[src/rtl/fadd_norm_seq.sv]
// fadd_norm_seq: normalization stage of the FP add/sub datapath.
// Normalizes the raw 49-bit magnitude sum. It either takes one right step on
// a carry-out or shifts left by at most SHIFT_STEP positions per cycle. The
// normalized exponent, fraction, GRS field and flags are then presented to
// the rounding stage through a valid/ready handshake.
//
// state | meaning
// IDLE  | waiting for an operation, in_ready high
// SHIFT | normalizing mant/exp, one step per cycle
// DONE  | result held on outputs until out_ready
module fadd_norm_seq #(
    parameter int SHIFT_STEP = 4
) (
    input  logic        clk,
    input  logic        reset_n,
    input  logic        in_valid,
    output logic        in_ready,
    input  logic [48:0] mant_sum,
    input  logic [7:0]  exp_in,
    input  logic        sign_in,
    input  logic        nan_in,
    input  logic        inf1_in,
    input  logic        inf2_in,
    input  logic        sign1_in,
    input  logic        sign2_in,
    output logic        out_valid,
    input  logic        out_ready,
    output logic [7:0]  exp_norm,
    output logic [22:0] mantissa_norm,
    output logic [23:0] grs,
    output logic        sign_res,
    output logic        underflow,
    output logic        NaN,
    output logic        inf1,
    output logic        inf2,
    output logic        sign1,
    output logic        sign2
);

    typedef enum logic [1:0] {IDLE, SHIFT, DONE} state_t;

    state_t      state_q, state_d;
    logic [48:0] mant_q, mant_d;
    logic [7:0]  exp_q, exp_d;
    logic        sign_q, sign_d;
    logic        uf_q, uf_d;
    logic [4:0]  flag_q, flag_d;   // {nan, inf1, inf2, sign1, sign2}

    logic [3:0]  lz;
    logic        special;
    logic        mant_zero;
    logic        need_shift;

    // Leading-zero count over the top SHIFT_STEP bits below the carry position
    always_comb begin
        lz = 4'(SHIFT_STEP);
        for (int i = SHIFT_STEP - 1; i >= 0; i--) begin
            if (mant_q[47 - i]) lz = 4'(i);
        end
    end

    // SHIFT-state decode: special flags and zero sum take priority over shifting
    always_comb begin
        special    = flag_q[4] | flag_q[3] | flag_q[2];
        mant_zero  = (mant_q == '0);
        need_shift = !special && !mant_zero && !mant_q[48] && !mant_q[47]
                     && (exp_q > {4'b0, lz});
    end

    // State register
    always_ff @(posedge clk or negedge reset_n) begin
        if (!reset_n) state_q <= IDLE;
        else          state_q <= state_d;
    end

    // Next-state logic
    always_comb begin
        state_d = state_q;
        case (state_q)
            IDLE:    if (in_valid) state_d = SHIFT;
            SHIFT:   if (!need_shift) state_d = DONE;
            DONE:    if (out_ready) state_d = IDLE;
            default: state_d = IDLE;
        endcase
    end

    // Handshake outputs; in_ready is also masked while reset is held
    always_comb begin
        in_ready  = (state_q == IDLE) && reset_n;
        out_valid = (state_q == DONE);
    end

    // Datapath next values: load in IDLE, one normalization step in SHIFT
    always_comb begin
        mant_d = mant_q;
        exp_d  = exp_q;
        sign_d = sign_q;
        uf_d   = uf_q;
        flag_d = flag_q;
        case (state_q)
            IDLE: begin
                if (in_valid) begin
                    mant_d = mant_sum;
                    exp_d  = exp_in;
                    sign_d = sign_in;
                    uf_d   = 1'b0;
                    flag_d = {nan_in, inf1_in, inf2_in, sign1_in, sign2_in};
                end
            end
            SHIFT: begin
                if (special) begin
                    // pass through untouched
                end else if (mant_zero) begin
                    uf_d   = 1'b1;
                    sign_d = flag_q[1] & flag_q[0];
                end else if (mant_q[48]) begin
                    // right step keeps the dropped bit as sticky
                    mant_d = {1'b0, mant_q[48:2], mant_q[1] | mant_q[0]};
                    exp_d  = exp_q + 8'd1;
                end else if (mant_q[47]) begin
                    // already normalized
                end else if (exp_q <= {4'b0, lz}) begin
                    // flush to zero; subnormals are not produced
                    uf_d = 1'b1;
                end else begin
                    mant_d = mant_q << lz;
                    exp_d  = exp_q - {4'b0, lz};
                end
            end
            default: ;
        endcase
    end

    // Datapath registers
    always_ff @(posedge clk or negedge reset_n) begin
        if (!reset_n) begin
            mant_q <= '0;
            exp_q  <= '0;
            sign_q <= 1'b0;
            uf_q   <= 1'b0;
            flag_q <= '0;
        end else begin
            mant_q <= mant_d;
            exp_q  <= exp_d;
            sign_q <= sign_d;
            uf_q   <= uf_d;
            flag_q <= flag_d;
        end
    end

    assign exp_norm      = exp_q;
    assign mantissa_norm = mant_q[46:24];
    assign grs           = mant_q[23:0];
    assign sign_res      = sign_q;
    assign underflow     = uf_q;
    assign NaN           = flag_q[4];
    assign inf1          = flag_q[3];
    assign inf2          = flag_q[2];
    assign sign1         = flag_q[1];
    assign sign2         = flag_q[0];

endmodule

[config.mk]
export PLATFORM = sky130hd
export DESIGN_NAME = fadd_norm_seq
export DESIGN_NICKNAME = d
export VERILOG_FILES = /design/src/rtl/fadd_norm_seq.sv
export SDC_FILE = /design/constraint.sdc
export NUM_CORES = 1
export LEC_CHECK = 0
export CORE_MARGIN = 2
export CORE_UTILIZATION = 55
export DETAILED_ROUTE_END_ITERATION = 10
export PLACE_DENSITY = 0.95
export SLEW_MARGIN = 20
export SYNTH_ARGS = -nofsm -noshare
export SYNTH_HDL_FRONTEND = slang
export SYNTH_SLANG_ARGS = --single-unit
[constraint.sdc]
create_clock -name clk -period 7.8 [get_ports clk]
set_clock_uncertainty 0.05 [all_clocks]
set_input_delay 2.34 -clock clk [delete_from_list [all_inputs] [get_ports clk]]
set_output_delay 2.34 -clock clk [all_outputs]
set_load 0.05 [all_outputs]
==> summary.md, run 1 <==
| Metric | Value |
|---|---|
| Post-Synth XOR/XNOR Area | 0 |
| Vias | 5833 |
| Root buf cell | clkbuf_8 |
| Lkg Pwr | 2.740 nW |
| # diodes | 0 |
| Final Critical Period | 5.829 ns |
| Main combinational cell family by area after synthesis | compound AO/OA/AOI/OAI gates |
| Post-synthesis cell type count | 59 |
| Clk buf depth | 2 |
| Cells on worst reg2reg path | 11 |
| Final Hold Fails | 0 |
| Hold-critical path depth | 1 |
| Compound-cell area share of the yosys netlist | 0.2282 |
| Setup Fix Bufs, Post-CTS | 0 |
| Share of layout cells above drive strength 1 | 0.08966 |
| Initial antenna violation count | 0 |
| Setup crit end kind | primary output |
| Clk pin slew, worst setup/hold paths | 0.07 ns |
| Type of the worst setup path | input port to primary output |
| Netlist Area Pre-Place | 5593 sq um |
| DRT iter0 DRCs | 820 |
| Synth area leader | dfrtp_1 |
| Post-CTS sizing | 0 |
| Synthesis Warnings | 0 |
| Flops & latches, synth | 66 |
| Adder-cell share of the synthesized area | 0.01253 |
| Syn_nets | 740 |
| Max Cap Viol | 0 |
| All-layer global routing usage | 0.3108 |
| Number of nets in the layout | 792 |
| Largest fanout on the critical path | 2 |
| Number of port buffers | 130 |
| Via/cell ratio | 6.798 |
| Simple-Gate Fraction of Synth Area | 0.1787 |
| Total Die Area | 10990 sq um |
| Post-synthesis sequential area ratio | 0.2953 |
| Routability cong. | 0.9499 |
| Total CTS buffers | 9 |
| Post-synth top area share | 0.2953 |
| Core Region | 9819 sq um |
| H-tree level count | 3 |
| Crit path DAT | 3.44 ns |
| Synth async-reset ratio | 1.000 |
| Number of synthesized flops with an enable pin | 0 |
| Reg area | 1652 sq um |
| Detailed Place HPWL | 11.40 mm |
| Hold wc startpoint | flag_q[4] |
| Post-synth top cells | nor2_1 (93), nand2_1 (72), dfrtp_1 (66) |
| Chip height | 104.8 um |
| Startpoint Class | input port |
| Die W | 104.8 um |
| DR pass1 iterations | 6 |
| Cells after Synth | 668 |
| Mux share of post-synthesis cell area | 0.1604 |
| R2R Path Start | mant_q[46] |
| Least-Margin Pin Slew | 1.052 ns |
| Synth area leaders | dfrtp_1 (30%), mux4_2 (8.1%), buf_4 (7.5%), mux2i_1 (7.0%), nor2_1 (6.2%) |
| Initial Utilization | 0.5696 |
| Final Cycle Share | 0.7473 |
| First-pass GRT wire length | 27.98 mm |
| Ys flop type | dfrtp_1 |
| HP Class | register to register |
| Final Slew Violations | 0 |
| RSZ-0062 raised after global routing | no |
| # setup viols final | 0 |
| Worst vdd ir | 0.3414 mV |
| Antenna viol nets, final | 0 |
| Gr ovfl total | 0 |
| P per Cell Area | 518.0 nW/um^2 |
| Ports | 131 |
| Fill cells | 752 |
| CTS Hold Buffers Added | 0 |
| Largest net degree at the start of global routing | 78 |
| Multi-input logic area | 3274 sq um |
| Status | complete, no violations |
| Row count | 36 |
| Clk_lat worst skew | 0.38 ns |
| WL final | 17.18 mm |
| DR WL/cell | 20.02 um |
| Req. time, crit path | 5.41 ns |
| Hold EP | flag_q[4] |
| Area delta synth->final | 20.29% |
| Vias in the first global route | 5483 |
| Pwr Total | 3.485 mW |
| Syn_area_per_cell | 8.373 sq um |
| Number of remaining DRC errors | 0 |
| Setup TNS | 0 ns |
| TritonCTS Sinks | 66 |
| Achievable Freq | 0.1715 GHz |
| Count leader, synth | nor2_1 |
| Slew headroom | 0.2985 |
| Setup slack, reg-to-reg | 3.26 ns |
| Worst r2r dst | mant_q[0] |
| CTS tree | done |
report_power, final:
| group | internal, mW | switching (mW) | total, mW |
|---|---|---|---|
| clock network | 0.156 | 0.154 | 0.310 |
| logic | 0.856 | 1.45 | 2.31 |
| registers | 0.509 | 0.357 | 0.866 |
cells in the final DEF (no fill, tap or decap), drive strengths merged, types with 6 or more instances in the layout:
master         count
clkdlybuf4s50    129
buf               11
mux4              20
nand2             72
clkbuf            10
a31oi              9
nor2              94
mux2i             39
a21oi             60
inv               16
nor3               7
nor4              13
nand3              6
a221oi            38
o21ai             55
dfrtp             66
state kept, by name, summed over array words and instances (netlist names):
register / count
underflow: 1
flag_q: 5
exp_norm: 8
mant_q: 49
state_q: 2
sign_res: 1
final cells by class:
cell class / count / area share
clock buffers: 10 / 0.02046
clock inverters: 6 / 0.009857
inverters: 16 / 0.008927
multi-input cells: 487 / 0.4867
flip-flops and latches: 66 / 0.2455
well taps: 133 / 0.02474
repair buffers: 140 / 0.2038
worst max-delay path, stage by stage:
cell	delay, ns
buf_2	0.08
nor3b_1	0.17
clkdlybuf4s50_1	0.84
worst max path at each step:
stage,start,end,slack (ns),depth (start not counted)
6_report,reset_n,in_ready,1.97,3
5_1_grt,reset_n,in_ready,1.93,3
4_1_cts,reset_n,in_ready,1.96,3
3_5_place_dp,reset_n,in_ready,1.97,3
3_3_place_gp,reset_n,in_ready,1.98,3
2_1_floorplan,reset_n,in_ready,1.92,1
metrics by stage:
step | instances | setup WS (ns) | area [sq um] | hold WS [ns] | utilization
global placement | 842 | 1.978 | 6524 | 0.4655 | 0.6644
CTS | 858 | 1.960 | 6728 | 0.4999 | 0.6851
finish | 858 | 1.971 | 6728 | 0.4958 | 0.6851
global route | 858 | 1.930 | 6728 | 0.5313 | 0.6851
floorplan | 668 | 1.924 | 5593 | 0.4692 | -
detailed placement | 842 | 1.971 | 6524 | 0.4795 | 0.6644
layer usage:
metal / up-vias / part of all wire / track usage
met5: - / 0 / 0
met1: 2747 / 0.36 / 0.4094
met2: 476 / 0.47 / 0.4921
li1: 2523 / - / -
met4: 0 / 0.038 / 0.1143
met3: 87 / 0.13 / 0.08359
kinds of logic after synthesis:
| logic type | count (synthesis) |
|---|---|
| adder cells (fa/ha/maj) | 5 |
| buffers and inverters | 115 |
| AO/OA/AOI/OAI | 200 |
| multiplexers | 64 |
| flip-flops | 66 |
| AND/OR/NAND/NOR | 218 |
Note: power is estimated with default switching activity, not from simulation.
==> run 2: changes to the inputs <==
--- a/config.mk
+++ b/config.mk
@@ -6,9 +6,9 @@
 export NUM_CORES = 1
 export LEC_CHECK = 0
 export CORE_MARGIN = 2
-export CORE_UTILIZATION = 55
+export CORE_UTILIZATION = 46
 export DETAILED_ROUTE_END_ITERATION = 10
-export PLACE_DENSITY = 0.95
+export PLACE_DENSITY = 0.87
 export SLEW_MARGIN = 20
 export SYNTH_ARGS = -nofsm -noshare
 export SYNTH_HDL_FRONTEND = slang
==> constraint.sdc (replaced) <==
create_clock -name clk -period 5.3 [get_ports clk]
set_clock_uncertainty 0.05 [all_clocks]
set_input_delay 1.59 -clock clk [delete_from_list [all_inputs] [get_ports clk]]
set_output_delay 1.59 -clock clk [all_outputs]
set_load 0.05 [all_outputs]
==> run 2 against run 1 <==
  * Total power up 54%
  * Worst setup slack worse by 1.0 ns
  * Flip-flop and latch count unchanged
  * Clock power up 140%
  * Critical path depth unchanged
  * First-iteration DRC count down 36%
  * Global-route usage down 5.8 points
  * Sequential power up 45%
  * Via count down 6.1%
  * Wire length down 4.1%
  * Non-clock buffer count up 2
  * Core utilization down 11 points
  * Largest cell class unchanged
==> summary.md, run 2 (synthesized netlist as in run 1, its figures left out) <==
| Metric | Value |
|---|---|
| Most frequent cells in the layout | clkdlybuf4s50_1 (129), nor2_1 (93), nand2_1 (72), dfrtp_1 (66), a21oi_1 (60) |
| Pint | 2.525 mW (+66%) |
| Status | complete, no violations |
| First-pass GRT wire length | 26.34 mm (-5.9%) |
| Detailed Place HPWL | 11.19 mm (-1.8%) |
| Fill cells | 1025 (+36%) |
| Clk_lat worst skew | 0.33 ns (-0.05 ns) |
| Post-CTS sizing | 0 (unchanged) |
| Top delay family on crit path | buffers and inverters |
| Final Cycle Share | 0.8177 |
| Crit path DAT | 2.69 ns (-0.75 ns) |
| Vias | 5480 (-6.1%) |
| CP Cell Sequence | buf_2 -> nor3b_1 -> clkdlybuf4s50_1 |
| Number of nets in the layout | 794 (+0.25%) |
| DR WL/cell | 18.86 um (-5.8%) |
| Number of remaining DRC errors | 0 (unchanged) |
| Net Switching | 2.834 mW (+44%) |
| Slew headroom | 0.4120 (+0.1135) |
| Initial Utilization | 0.4676 (-0.1020) |
| DR pass1 iterations | 5 (-1) |
| Root buf cell | clkbuf_16 |
| RSZ-0062 raised after global routing | no |
| Setup crit end kind | primary output |
| HP Class | register to register |
| Clock power frac | 0.140 (+0.051) |
| Initial antenna violation count | 0 (unchanged) |
| Area delta synth->final | 23.78% |
| WP buf/inv | 2 (unchanged) |
| WL final | 16.48 mm (-4.1%) |
| # setup viols final | 0 (unchanged) |
| CTS Hold Buffers Added | 0 (unchanged) |
| Commonest non-fill, non-tap cell in the layout | clkdlybuf4s50_1 |
| Largest fanout on the critical path | 2 (unchanged) |
| Max Cap Viol | 0 (unchanged) |
| Clk buf depth | 2 (unchanged) |
| Vias in the first global route | 5087 (-7.2%) |
| Chip height | 114.3 um (+9.0%) |
| Clk pin slew, worst setup/hold paths | 0.06 ns (about the same) |
| Final Hold Fails | 0 (unchanged) |
| Slowest library cell on the worst path | clkdlybuf4s50_1 |
| Max reg flops | 49 (unchanged) |
| Total CTS buffers | 9 (unchanged) |
| DRT iter0 DRCs | 523 (-36%) |
| Setup Fix Bufs, Post-CTS | 0 (unchanged) |
| Startpoint Class | input port |
| Max stage delay on crit path | 0.84 ns (about the same) |
| Type of the worst setup path | input port to primary output |
| Least-Margin Pin Slew | 0.8820 ns (-0.1702 ns) |
| All-layer global routing usage | 0.2525 (-0.05829) |
| Setup TNS | 0 ns (unchanged) |
| # diodes | 0 (unchanged) |
| Most flop-heavy register | mant_q |
| Largest net degree at the start of global routing | 67 (-14%) |
| Req. time, crit path | 3.66 ns (-1.75 ns) |
| Share of layout cells above drive strength 1 | 0.09078 (+0.001129) |
| Via/cell ratio | 6.270 (-7.8%) |
| Worst vdd ir | 0.4029 mV (+18%) |
| Multi-input logic area | 3274 sq um (unchanged) |
| Pwr Total | 5.359 mW (+54%) |
| Final Critical Period | 4.334 ns |
| Sequential power share | 0.234 (-0.015) |
| Number of port buffers | 130 (unchanged) |
| Total Die Area | 13060 sq um (+19%) |
| Reg area | 1652 sq um (unchanged) |
| Final Slew Violations | 0 (unchanged) |
| Combinational power share | 0.625 (-0.037) |
| Die W | 114.3 um (+9.0%) |
| Core Region | 11960 sq um (+22%) |
| Routability cong. | 0.8398 (-12%) |
| Lkg Pwr | 2.833 nW (+3.4%) |
| TritonCTS Sinks | 66 (unchanged) |
| P per Cell Area | 774.1 nW/um^2 (+49%) |
| Achievable Freq | 0.2308 GHz |
| Gr ovfl total | 0 (unchanged) |
| Row count | 40 (+11%) |
| Sw Ratio | 0.5289 (-0.03447) |
| H-tree level count | 3 (unchanged) |
| Ports | 131 (unchanged) |
| CTS tree | done |
| Antenna viol nets, final | 0 (unchanged) |
[run 2: worst register-to-register path, stage by stage, from the launching register on]
cell and delay [ns]:
dfrtp_1 0.50, nor4_4 0.57, inv_1 0.27, ha_1 0.38
and2b_1 0.19, o21ai_0 0.33, and2_1 0.41, a221o_2 0.79
buf_4 0.42, o21ai_0 0.15
[run 2: worst paths after layout]
kind,start,end,slack [ns],cells after the start
hold reg to reg,underflow,underflow,0.46,2
setup / recovery,reset_n,in_ready,0.97,3
min in group asynchronous,reset_n,underflow,1.43,2
hold / removal,underflow,underflow,0.46,2
setup reg to reg,mant_q[44],mant_q[11],1.09,9
max in group asynchronous,reset_n,mant_q[41],3.18,2
[run 2: area by class of cell]
| type | count | area share |
|---|---|---|
| multi-input cells | 487 | 0.4730 |
| flip-flops and latches | 66 | 0.2386 |
| repair buffers | 142 | 0.2003 |
| clock buffers | 10 | 0.03307 |
| well taps | 147 | 0.02657 |
| clock inverters | 6 | 0.01988 |
| inverters | 16 | 0.008675 |
[run 2: metrics by stage]
stage                     instance area [sq um]  utilization  worst slack [ns]  cells  hold WS (ns)
after floorplan                            5593            -            0.9244    668        0.4692
after global placement                     6556       0.5481            0.9276    858        0.4583
after detailed placement                   6556       0.5481            0.9535    858        0.4597
after CTS                                  6923       0.5788            0.9481    874        0.4687
after global routing                       6923       0.5788            0.8429    874        0.4890
final                                      6923       0.5788            0.9664    874        0.4637
[run 2: routing by layer]
metal / wire length (um) / vias up / track usage / part of all wire
met5: 0 / - / 0 / 0
met4: 301 / 0 / 0.07724 / 0.018
met3: 1232 / 23 / 0.03600 / 0.075
met2: 7993 / 271 / 0.4067 / 0.48
met1: 6957 / 2661 / 0.3545 / 0.42
li1: - / 2525 / - / -
[run 2: power by group through the flow]
stage / Combinational, mW / Clock [mW] / Sequential (mW)
CTS: 3.35 / 0.755 / 1.24
global placement: 3.26 / 0 / 1.22
finish: 3.35 / 0.752 / 1.26
floorplan: 2.59 / 0 / 1.24
detailed placement: 3.33 / 0 / 1.24
global route: 3.59 / 0.776 / 1.30
==> run 3: changes to the inputs <==
--- a/config.mk
+++ b/config.mk
@@ -6,9 +6,9 @@
 export NUM_CORES = 1
 export LEC_CHECK = 0
 export CORE_MARGIN = 2
-export CORE_UTILIZATION = 46
+export CORE_UTILIZATION = 51
 export DETAILED_ROUTE_END_ITERATION = 10
-export PLACE_DENSITY = 0.87
+export PLACE_DENSITY = 0.9
 export SLEW_MARGIN = 20
 export SYNTH_ARGS = -nofsm -noshare
 export SYNTH_HDL_FRONTEND = slang
==> constraint.sdc (replaced) <==
create_clock -name clk -period 4.52 [get_ports clk]
set_clock_uncertainty 0.05 [all_clocks]
set_input_delay 1.356 -clock clk [delete_from_list [all_inputs] [get_ports clk]]
set_output_delay 1.356 -clock clk [all_outputs]
set_load 0.05 [all_outputs]
==> run 3 against run 2 <==
  * Global-route usage grew 3.7 points
  * Combinational power grew 19%
  * Die area shrank 9.5%
  * Worst setup slack lost 0.27 ns
  * Total power grew 9.3%
  * Core utilization grew 4.1 points
  * Critical path depth grew 8
  * Flip-flop and latch count is the same
  * Clock power shrank 45%
  * Wire length grew 1.3%
  * Sequential power grew 16%
  * First-iteration DRC count grew 65%
  * Highest routed layer unchanged
==> summary.md, run 3 (synthesized netlist as in run 1, its figures left out) <==
| Metric | Value |
|---|---|
| Detailed Place HPWL | 11.29 mm (+0.90%) |
| Dpl ws | 0.7291 ns (-0.2244 ns) |
| Initial antenna violation count | 0 (unchanged) |
| Chip height | 108.7 um (-4.9%) |
| Gr ovfl total | 0 (unchanged) |
| Clk pin slew, worst setup/hold paths | 0.07 ns (about the same) |
| WL final | 16.70 mm (+1.3%) |
| CP Cell Sequence | nor4_4 -> buf_4 -> inv_1 -> ha_1 -> and2b_1 -> o21ai_0 -> and2_1 -> a221o_2 -> buf_4 -> nand2_1 -> o21ai_0 |
| All-layer global routing usage | 0.2897 (+0.03713) |
| Final Hold Fails | 0 (unchanged) |
| # setup viols final | 0 (unchanged) |
| Crit path DAT | 4.03 ns (+1.34 ns) |
| Post-CTS sizing | 0 (unchanged) |
| Share of layout cells above drive strength 1 | 0.08978 (-0.001005) |
| DR WL/cell | 19.33 um (+2.5%) |
| CTS Hold Buffers Added | 0 (unchanged) |
| Sequential power share | 0.249 (+0.015) |
| Clk_lat worst skew | 0.35 ns (+0.02 ns) |
| Hold wc startpoint | underflow |
| Status | complete, no violations |
| Crit path launch | mant_q[44] |
| Max Cap Viol | 0 (unchanged) |
| Setup slack, reg-to-reg | 0.70 ns (-0.39 ns) |
| Via/cell ratio | 6.488 (+3.5%) |
| Largest fanout on the critical path | 53 (+51) |
| H-tree level count | 3 (unchanged) |
| Slew headroom | 0.3841 (-0.02792) |
| Total CTS buffers | 9 (unchanged) |
| P per Cell Area | 874.7 nW/um^2 (+13%) |
| Sw Ratio | 0.5652 (+0.03634) |
| Slowest library cell on the worst path | a221o_2 |
| Most frequent cells in the layout | clkdlybuf4s50_1 (128), nor2_1 (93), nand2_1 (72), dfrtp_1 (66), a21oi_1 (60) |
| RSZ-0062 raised after global routing | no |
| Routability cong. | 0.8950 (+6.6%) |
| Final Cycle Share | 0.8450 |
| Least-Margin Pin Slew | 0.9239 ns (+0.04188 ns) |
| Setup Fix Bufs, Post-CTS | 0 (unchanged) |
| Number of port buffers | 130 (unchanged) |
| Ports | 131 (unchanged) |
| HP Class | register to register |
| Largest net degree at the start of global routing | 68 (+1.5%) |
| First-pass GRT wire length | 27.16 mm (+3.1%) |
| Clk buf depth | 2 (unchanged) |
| Combinational power share | 0.681 (+0.056) |
| Most flop-heavy register | mant_q |
| Type of the worst setup path | register to register |
| Final Critical Period | 3.819 ns |
| Max reg flops | 49 (unchanged) |
| Commonest non-fill, non-tap cell in the layout | clkdlybuf4s50_1 |
| Vias | 5606 (+2.3%) |
| Worst setup margin | 0.7006 ns (-0.2658 ns) |
| DR pass1 iterations | 6 (+1) |
| Max stage delay on crit path | 0.77 ns (-0.07 ns) |
| DRT iter0 DRCs | 865 (+65%) |
| Req. time, crit path | 4.73 ns (+1.07 ns) |
| Achievable Freq | 0.2618 GHz |
| Total Die Area | 11820 sq um (-9.5%) |
| Antenna viol nets, final | 0 (unchanged) |
| Worst vdd ir | 0.4936 mV (+23%) |
| # diodes | 0 (unchanged) |
| Min Hold Slack | 0.4772 ns (+0.01346 ns) |
| Die W | 108.7 um (-4.9%) |
| Core Region | 10790 sq um (-9.8%) |
| Setup TNS | 0 ns (unchanged) |
| Pint | 2.545 mW (+0.83%) |
| Startpoint Class | register |
| Clock power frac | 0.070 (-0.070) |
| Area delta synth->final | 19.69% |
| Final Slew Violations | 0 (unchanged) |
| Initial Utilization | 0.5182 (+0.05063) |
| Lkg Pwr | 2.740 nW (-3.3%) |
| Setup crit end kind | register |
| Row count | 38 (-5.0%) |
| Root buf cell | clkbuf_8 |
| Net Switching | 3.309 mW (+17%) |
| R2R Path Start | mant_q[44] |
| Number of remaining DRC errors | 0 (unchanged) |
| TritonCTS Sinks | 66 (unchanged) |
| CTS tree | done |
| Fill cells | 889 (-13%) |
| Vias in the first global route | 5329 (+4.8%) |
| Number of nets in the layout | 796 (+0.25%) |
## run 3: layer usage
layer,GRT usage,part of all wire,up-vias
met5,0,0,-
met4,0.09890,0.025,0
met3,0.05619,0.10,40
met2,0.4621,0.48,408
met1,0.3961,0.39,2630
li1,-,-,2528
## run 3: metrics by stage
stage	total power [mW]	utilization	instances	instance area (sq um)
5_1_grt	6.212	0.6202	864	6694
3_3_place_gp	5.225	0.6078	853	6560
6_report	5.855	0.6202	864	6694
4_1_cts	5.788	0.6202	864	6694
2_1_floorplan	4.498	-	668	5593
3_5_place_dp	5.369	0.6078	853	6560
## run 3: path summary, 6_finish.rpt
path,to,cells past startpoint
max,mant_q[44],11
min,underflow,2
max reg2reg,mant_q[44],11
min reg2reg,underflow,2
max in group asynchronous,exp_norm[2],2
min in group asynchronous,flag_q[0],2
## run 3: layout make-up
cell class              instances  area (sq um)  share of cell area
multi-input cells             487          3274              0.4892
flip-flops and latches         66          1652              0.2467
repair buffers                144          1399              0.2090
well taps                     140         175.2             0.02617
clock buffers                   9         123.9             0.01850
inverters                      16         60.06            0.008972
clock inverters                 2         10.01            0.001495
## run 3: worst max-delay path, delay by kind of cell, from the launching register on
kind,cells,cell delay (ns)
AOI/OAI and AO/OA,3,1.21
adders and majority gates,1,0.36
and+or+nand+nor,4,0.81
buffers and inverters,3,0.73
DFF,1,0.53
## run 3: power by group through the flow
stage	clock network, mW	logic, mW	registers, mW
floorplan	0	3.04	1.46
global placement	0	3.82	1.41
detailed placement	0	3.93	1.44
CTS	0.403	3.95	1.43
global route	0.431	4.28	1.50
finish	0.412	3.98	1.46
